## config.mk

```make
export PLATFORM = sky130hd
export DESIGN_NAME = game_control_fsm_flat
export DESIGN_NICKNAME = d
export VERILOG_FILES = /design/src/rtl/game_control_fsm_if.sv /design/src/rtl/game_control_fsm.sv /design/src/flat_wrapper.sv
export SDC_FILE = /design/constraint.sdc
export NUM_CORES = 1
export LEC_CHECK = 0
export CAP_MARGIN = 20
export CORE_MARGIN = 2
export CORE_UTILIZATION = 51
export CTS_CLUSTER_SIZE = 28
export DETAILED_ROUTE_END_ITERATION = 7
export GPL_TIMING_DRIVEN = 0
export PLACE_DENSITY_LB_ADDON = 0.12
export SLEW_MARGIN = 40
export SYNTH_ARGS = -nofsm -noshare
export SYNTH_HDL_FRONTEND = slang
export SYNTH_SLANG_ARGS = --single-unit
```

## constraint.sdc

```tcl
create_clock -name clock -period 5.1 [get_ports clock]
set_clock_uncertainty 0.1 [all_clocks]
set_input_delay 0.51 -clock clock [delete_from_list [all_inputs] [get_ports clock]]
set_output_delay 0.51 -clock clock [all_outputs]
set_load 0.03 [all_outputs]
```

## src/rtl/game_control_fsm_if.sv

```systemverilog
// Handshake bundle between the game control FSM and the plotting datapath / detectors.
interface game_control_fsm_if #(
  parameter int LIFE_W  = 4,
  parameter int LEVEL_W = 2
);
  logic               start;
  logic               collide;
  logic               reached_end;
  logic               plot_done;
  logic               writeEnable;
  logic               draw;
  logic               erase;
  logic               update;
  logic               respawn;
  logic               game_over;
  logic               win;
  logic [LIFE_W-1:0]  lives;
  logic [LEVEL_W-1:0] level;

  modport master (
    input  start, collide, reached_end, plot_done,
    output writeEnable, draw, erase, update, respawn, game_over, win, lives, level
  );

  modport slave (
    output start, collide, reached_end, plot_done,
    input  writeEnable, draw, erase, update, respawn, game_over, win, lives, level
  );
endinterface

```

## src/rtl/game_control_fsm.sv

```systemverilog
// Frame-paced draw/erase/update sequencer for the player object, with lives,
// level progression and terminal win / game-over states.
module game_control_fsm #(
  parameter int LIVES       = 3,
  parameter int LIFE_W      = 4,
  parameter int LEVELS      = 4,
  parameter int LEVEL_W     = 2,
  parameter int FRAME_TICKS = 833334,
  parameter int CNT_W       = 20,
  parameter int HIT_HOLD    = 30
) (
  input  logic                clock,
  input  logic                reset,
  game_control_fsm_if.master  bus
);
  localparam int HOLD_W = (HIT_HOLD > 1) ? $clog2(HIT_HOLD) : 1;

  typedef enum logic [3:0] {
    S_IDLE, S_LOAD, S_DRAW, S_WAIT, S_ERASE, S_UPDATE,
    S_CHECK, S_HIT, S_RESPAWN, S_OVER, S_WIN
  } state_t;

  state_t              state, state_nxt;
  logic [CNT_W-1:0]    frame_cnt;
  logic [HOLD_W-1:0]   hold_cnt, hold_nxt;
  logic [LIFE_W-1:0]   lives, lives_nxt;
  logic [LEVEL_W-1:0]  level, level_nxt;
  logic                frame_tick;

  assign frame_tick = (frame_cnt == CNT_W'(FRAME_TICKS-1));

  always_ff @(posedge clock) begin
    if (reset) begin
      state     <= S_IDLE;
      frame_cnt <= '0;
      hold_cnt  <= '0;
      lives     <= LIFE_W'(LIVES);
      level     <= '0;
    end else begin
      state     <= state_nxt;
      frame_cnt <= frame_tick ? '0 : frame_cnt + CNT_W'(1);
      hold_cnt  <= hold_nxt;
      lives     <= lives_nxt;
      level     <= level_nxt;
    end
  end

  always_comb begin
    state_nxt       = state;
    hold_nxt        = hold_cnt;
    lives_nxt       = lives;
    level_nxt       = level;
    bus.writeEnable = 1'b0;
    bus.draw        = 1'b0;
    bus.erase       = 1'b0;
    bus.update      = 1'b0;
    bus.respawn     = 1'b0;
    bus.game_over   = 1'b0;
    bus.win         = 1'b0;
    case (state)
      S_IDLE: begin
        bus.writeEnable = 1'b1;
        bus.draw        = 1'b1;
        if (bus.start) state_nxt = S_LOAD;
      end
      S_LOAD:   if (!bus.start) state_nxt = S_DRAW;
      S_DRAW: begin
        bus.writeEnable = 1'b1;
        bus.draw        = 1'b1;
        if (bus.plot_done) state_nxt = S_WAIT;
      end
      S_WAIT:   if (frame_tick) state_nxt = S_ERASE;
      S_ERASE: begin
        bus.writeEnable = 1'b1;
        bus.erase       = 1'b1;
        if (bus.plot_done) state_nxt = S_UPDATE;
      end
      S_UPDATE: begin
        bus.update = 1'b1;
        state_nxt  = S_CHECK;
      end
      // Collision outranks goal, so a simultaneous hit never advances the level.
      S_CHECK: begin
        if (bus.collide) begin
          if (lives > LIFE_W'(1)) begin
            lives_nxt = lives - LIFE_W'(1);
            hold_nxt  = '0;
            state_nxt = S_HIT;
          end else begin
            lives_nxt = '0;
            state_nxt = S_OVER;
          end
        end else if (bus.reached_end) begin
          if (level == LEVEL_W'(LEVELS-1)) begin
            state_nxt = S_WIN;
          end else begin
            level_nxt = level + LEVEL_W'(1);
            state_nxt = S_RESPAWN;
          end
        end else begin
          state_nxt = S_DRAW;
        end
      end
      S_HIT: begin
        if (frame_tick) begin
          if (hold_cnt == HOLD_W'(HIT_HOLD-1)) state_nxt = S_RESPAWN;
          else                                 hold_nxt  = hold_cnt + HOLD_W'(1);
        end
      end
      S_RESPAWN: begin
        bus.respawn = 1'b1;
        state_nxt   = S_DRAW;
      end
      S_OVER:   bus.game_over = 1'b1;
      S_WIN: begin
        bus.win         = 1'b1;
        bus.writeEnable = 1'b1;
        bus.draw        = 1'b1;
      end
      default:  state_nxt = S_IDLE;
    endcase
  end

  assign bus.lives = lives;
  assign bus.level = level;
endmodule

```

## src/flat_wrapper.sv

```systemverilog
// flat-port wrapper written by rule: the top's interface ports become plain ports
module game_control_fsm_flat 
#(
  parameter int LIVES       = 3,
  parameter int LIFE_W      = 4,
  parameter int LEVELS      = 4,
  parameter int LEVEL_W     = 2,
  parameter int FRAME_TICKS = 833334,
  parameter int CNT_W       = 20,
  parameter int HIT_HOLD    = 30
)
  (clock, reset, bus_start, bus_collide, bus_reached_end, bus_plot_done, bus_writeEnable, bus_draw, bus_erase, bus_update, bus_respawn, bus_game_over, bus_win, bus_lives, bus_level);
  game_control_fsm_if #(.LIFE_W(LIFE_W), .LEVEL_W(LEVEL_W)) bus_i ();
  input  logic clock;
  input  logic reset;
  input wire logic [$bits(bus_i.start)-1:0] bus_start;
  input wire logic [$bits(bus_i.collide)-1:0] bus_collide;
  input wire logic [$bits(bus_i.reached_end)-1:0] bus_reached_end;
  input wire logic [$bits(bus_i.plot_done)-1:0] bus_plot_done;
  output wire logic [$bits(bus_i.writeEnable)-1:0] bus_writeEnable;
  output wire logic [$bits(bus_i.draw)-1:0] bus_draw;
  output wire logic [$bits(bus_i.erase)-1:0] bus_erase;
  output wire logic [$bits(bus_i.update)-1:0] bus_update;
  output wire logic [$bits(bus_i.respawn)-1:0] bus_respawn;
  output wire logic [$bits(bus_i.game_over)-1:0] bus_game_over;
  output wire logic [$bits(bus_i.win)-1:0] bus_win;
  output wire logic [$bits(bus_i.lives)-1:0] bus_lives;
  output wire logic [$bits(bus_i.level)-1:0] bus_level;
  assign bus_i.start = bus_start;
  assign bus_i.collide = bus_collide;
  assign bus_i.reached_end = bus_reached_end;
  assign bus_i.plot_done = bus_plot_done;
  assign bus_writeEnable = bus_i.writeEnable;
  assign bus_draw = bus_i.draw;
  assign bus_erase = bus_i.erase;
  assign bus_update = bus_i.update;
  assign bus_respawn = bus_i.respawn;
  assign bus_game_over = bus_i.game_over;
  assign bus_win = bus_i.win;
  assign bus_lives = bus_i.lives;
  assign bus_level = bus_i.level;
  game_control_fsm #(.LIVES(LIVES), .LIFE_W(LIFE_W), .LEVELS(LEVELS), .LEVEL_W(LEVEL_W), .FRAME_TICKS(FRAME_TICKS), .CNT_W(CNT_W), .HIT_HOLD(HIT_HOLD)) u_core (.clock(clock), .reset(reset), .bus(bus_i));
endmodule
```

-- After elaboration in Yosys (flattened, before gate mapping)
Cells that the tools add are included.
- $add $sub $neg: 4
- order comparisons: 1
- equal/unequal tests: 23
- multiplexer cells: 25
- bitwise operators: 3
- reduce and logical (&&, ||, !) cells: 10
- operators with widths (operator ; number):
    $mux 4 ; 11
    $pmux 4 s10 ; 1
    $add 20x1->20 const B ; 1
    $eq 20x20->1 const B ; 1
    $mux 5 ; 4
    $eq 4x3->1 const B ; 4
    $eq 4x4->1 const B ; 3
    $ne 2x2->1 const B ; 6
    $pmux 5 s2 ; 1
    $eq 4x2->1 const B ; 2
    $ne 2x1->1 const B ; 4
    $reduce_and 8->1 ; 1
    $mux 1 ; 7
    $add 5x1->5 const B ; 1
    $eq 5x5->1 const B ; 1
    $reduce_and 5->1 ; 1
    $eq 4x1->1 const B ; 1
    $gt 4x1->1 const B ; 1
    $logic_not 4->1 ; 1
    $reduce_and 4->1 ; 1
    $reduce_or 2->1 ; 2
    $reduce_or 4->1 ; 1
    $sub 4x1->4 const B ; 1
    $not 1->1 ; 3
    6 further kinds ; 6
- register bits: 35
- output and inout bits: 13

-- Depth between registers and ports, before layout
Gate-level depths: netlist of the first run.
- depth after elaboration: 5
- gate-level depth with buffers: 7
- gate-level depth less buffers: 7

-- Worst setup path before layout of the first run
No wires, ideal clock.
- path type: register -> register
- start: register u_core.state[0]
- end: register u_core.state[2]
- library setup time: 119 ps
- data arrival time: 2264 ps
- required time: 4881 ps
- setup slack: 2618 ps
- stages on the path, launching flop included: 7
- path buffers: 1
- period minus slack after synthesis: 2482 ps
- cell sequence: dfxtp_1 -> buf_2 -> nor4b_1 -> o2bb2ai_1 -> o21bai_1 -> nor2_1 -> o221a_2
- longest elaborated chain between the ends: 4
- RTL lines (item ; RTL line ; RTL):
    start, declared ; game_control_fsm.sv:23 ; state_t state, state_nxt;
    start signal, assigned ; game_control_fsm.sv:40 ; state <= state_nxt;
    $eq 4x4->1 ; game_control_fsm.sv:60 ; case (state)
    $reduce_or 2->1 (no source line) ; - ;
    $not 1->1 (no source line) ; - ;
    $reduce_and 8->1 (no source line) ; - ;
Several ways; a longest one is shown, not always the timed one.
A chain may end at the register's enable or synchronous reset.

-- Final worst setup path of the first run
- start: register u_core.state[0]
- end: output port bus_game_over
- longest elaborated chain between the ends: 2
- RTL lines (item ; RTL line ; RTL):
    $eq 4x4->1 ; game_control_fsm.sv:60 ;
    $mux 1 ; game_control_fsm.sv:60 ;
    end, declared ; flat_wrapper.sv:25 ; output wire logic [$bits(bus_i.game_over)-1:0] bus_game_over;
No other way between the ends.

==> reports/results.tsv, run 1 <==
metric	value	unit
status	finished, final reports clean	
Least-Margin Pin Slew	0.513	ns
WL per Instance	13.0	um
top cells by area, synth	dfxtp_1 36%, nor2_1 7.0%, xnor2_1 6.8%	
initial antenna violation count	0	
Hold Fails Final Rpt	0	
YS warnings	0	
WHS Path Cells	1	
Area Growth Syn to Fin	17.4	%
syn_area_per_cell	8.40	sq um
GRT Overall Usage	21.1	%
crit share post-route	52.9	%
CTS H-tree depth	2	
Max clock buf depth	2	
min Tclk post-route	2.70	ns
TritonRoute pass-1 iters	4	
full die area	4280	sq um
most frequent cells in the layout	36 x nor2_1, 35 x dfxtp_1, 17 x clkdlybuf4s50_1	
pre-CTS worst setup slack	2.68	ns
post-route insts no fill	302	
reg2reg start	u_core.hold_cnt[1]$_SDFFE_PP0P_	
post-CTS sizing	0	
commonest non-fill, non-tap cell in the layout	nor2_1	
RSZ-0062 raised after global routing	false	
Yosys top cell area share	36.4	%
WHS	0.380	ns
Power Dens Cells	319	nW/um^2
largest net degree at the start of global routing	12	
Reg-to-Reg End	u_core.hold_cnt[3]$_SDFFE_PP0P_	
TritonCTS clock tree	done	
worst min path class	reg -> reg	
max cap viols	0	
final setup fails	0	
clock slew at reported path FFs	0.07	ns
Post-Route Setup TNS	0	ns
Req. time, crit path	4.49	ns
Setup Crit Path Kind	reg -> out	
post-route ant nets	0	
Initial Util	53.0	%
EDFF count, synth	0	
Die Y	65.4	um
top cell type by total area after synthesis	dfxtp_1	
layout cells sized above 1	10.2	%
cell depth of the worst flop-to-flop path	7	
Slew Viols, Final	0	
Synth Cell Area	1920	sq um
DR vias/cell	5.36	
Core Area	3630	sq um
Remaining Overflow, GRT	0	
f_max	371	MHz
DR vias	1619	
Final Wtd Congestion	0.847	
Post-Syn Instances	229	
TritonCTS Buffers	5	
Die Span X	65.4	um
slack of the critical path	2.40	ns
Cell variety after synth	51	
ANT cells	0	
static leakage	0.826	nW
Worst Hold Launch	u_core.frame_cnt[0]$_SDFF_PP0_	
Top Ports	19	
utilization after layout	62.2	%
vias in the first global route	1648	
Slew HR	65.4	%
crit path launch type	flop	
Hold Crit Endpoint	u_core.frame_cnt[0]$_SDFF_PP0_	
Synth Register Bits	35	
Worst Path Max Fanout	10	
CP Capture Type	output pin	
Root Driver	clkbuf_8	
asr flop ratio synth	0	%
Cells after DPL	294	
syn nets	242	
DRC Markers	0	
initial drt markers	87	
IO buf count	17	
Peak VDD IR	0.000279	V
Post-CTS Hold Buffers	0	
R2R setup slack	3.07	ns
CTS Sinks	35	
HPWL Detailed	2.80	mm
crit path DAT	2.09	ns
final wirelength	3.92	mm
prevailing post-synth register cell	dfxtp_1	
fin nets	266	
first-pass GRT wire length	7.02	mm
Rows	22	
Post-CTS Setup Bufs	0	
later-pin clock latency in the skew report	0.29	ns
sequential cell area fraction in the yosys report	36.4	%
## sequential cells by signal (all words and copies together) (netlist names)
register          flops
u_core.state          4
u_core.hold_cnt       5
u_core.bus.level      2
u_core.bus.lives      4
u_core.frame_cnt     20
## Yosys cell counts (2+ instances only)
cell type and count:
or3_2 3, or4_1 2, and2_1 4, inv_1 11
a21oi_1 9, and3_2 2, o21ai_0 7, nand2b_1 2
o31ai_1 2, nor2b_1 3, nand3_1 10, ha_1 7
mux2i_1 2, nor3_1 8, dfxtp_1 35, nor2_1 36
xnor2_1 15, xor2_1 5, nor3b_1 2, and3_1 6
a211oi_1 2, nand4_1 2, nand2_1 15, clkbuf_1 4
nor4_1 4, buf_2 3, and4_1 3, or3_1 2
## worst max path at each step
| stage | start | end | slack, ns |
|---|---|---|---|
| floorplan | u_core.state[0]$_SDFFE_PP0P_ | u_core.state[2]$_SDFFE_PP0P_ | 2.62 |
| global placement | u_core.state[0]$_SDFFE_PP0P_ | bus_game_over | 2.68 |
| detailed placement | u_core.state[0]$_SDFFE_PP0P_ | bus_game_over | 2.68 |
| CTS | u_core.state[0]$_SDFFE_PP0P_ | bus_game_over | 2.37 |
| global route | u_core.state[0]$_SDFFE_PP0P_ | bus_game_over | 2.28 |
| finish | u_core.state[0]$_SDFFE_PP0P_ | bus_game_over | 2.40 |
## critical path, stage by stage, from the launching register on
cell,delay [ns]
dfxtp_1,0.32
buf_2,0.21
buf_1,0.36
nor3b_1,0.23
clkdlybuf4s50_1,0.70
## kinds of logic after synthesis
family | Yosys count | share of synthesized area (%)
simple gates | 113 | 32.9
flops | 35 | 36.4
compound gates | 33 | 12.1
xor+xnor | 20 | 9.10
buf+inv | 19 | 3.90
fa+ha+maj | 7 | 4.55
mux | 2 | 1.04
## power breakdown
part	internal (mW)	total, mW	switching, mW
clock	0.123	0.222	0.0995
sequential	0.286	0.296	0.0100
combinational	0.0838	0.203	0.119
total	0.493	0.722	0.229
## final cells by class
class                      count  area (sq um)
buffer                         8          33.8
inverter                      11          41.3
timing repair buffer          17           170
clock buffer                   7          96.3
clock inverter                 1          7.51
multi-input combinational    175          1150
fill                         331          1380
tap                           48          60.1
sequential                    35           701
## per-stage QoR
step	area, sq um	total power, mW
2_1_floorplan	1920	0.447
3_3_place_gp	2150	0.502
3_5_place_dp	2150	0.504
4_1_cts	2260	0.726
5_1_grt	2260	0.762
6_report	2260	0.722
## per-layer routing
layer | GRT usage, % | wire length, um | part of all wire [%]
met1 | 23.9 | 1790 | 46
met2 | 37.4 | 1940 | 49
met3 | 6.34 | 127 | 3.2
met4 | 7.55 | 60 | 1.5
met5 | 0 | 0 | 0
No activity file was read; power rests on OpenSTA's default activity.
==> run 2, diff against run 1 <==
==> constraint.sdc (replaced) <==
create_clock -name clock -period 2.8 [get_ports clock]
set_clock_uncertainty 0.1 [all_clocks]
set_input_delay 0.28 -clock clock [delete_from_list [all_inputs] [get_ports clock]]
set_output_delay 0.28 -clock clock [all_outputs]
set_load 0.03 [all_outputs]
==> results of run 2 <==
Same layout as run 1 (identical final DEF). Status: finished, final reports clean.
Main changes from that run: setup slack after placement 2.68 ns -> 0.614 ns; setup slack after layout 2.40 ns -> 0.334 ns; hold slack 0.380 ns -> 0.296 ns; register-to-register setup slack 3.07 ns -> 0.77 ns; end point of the worst hold path u_core.frame_cnt[0]$_SDFF_PP0_ -> u_core.bus.lives[3]$_SDFFE_PP0P_; total power 0.722 mW -> 1.31 mW; worst IR drop on VDD 0.000279 V -> 0.000509 V
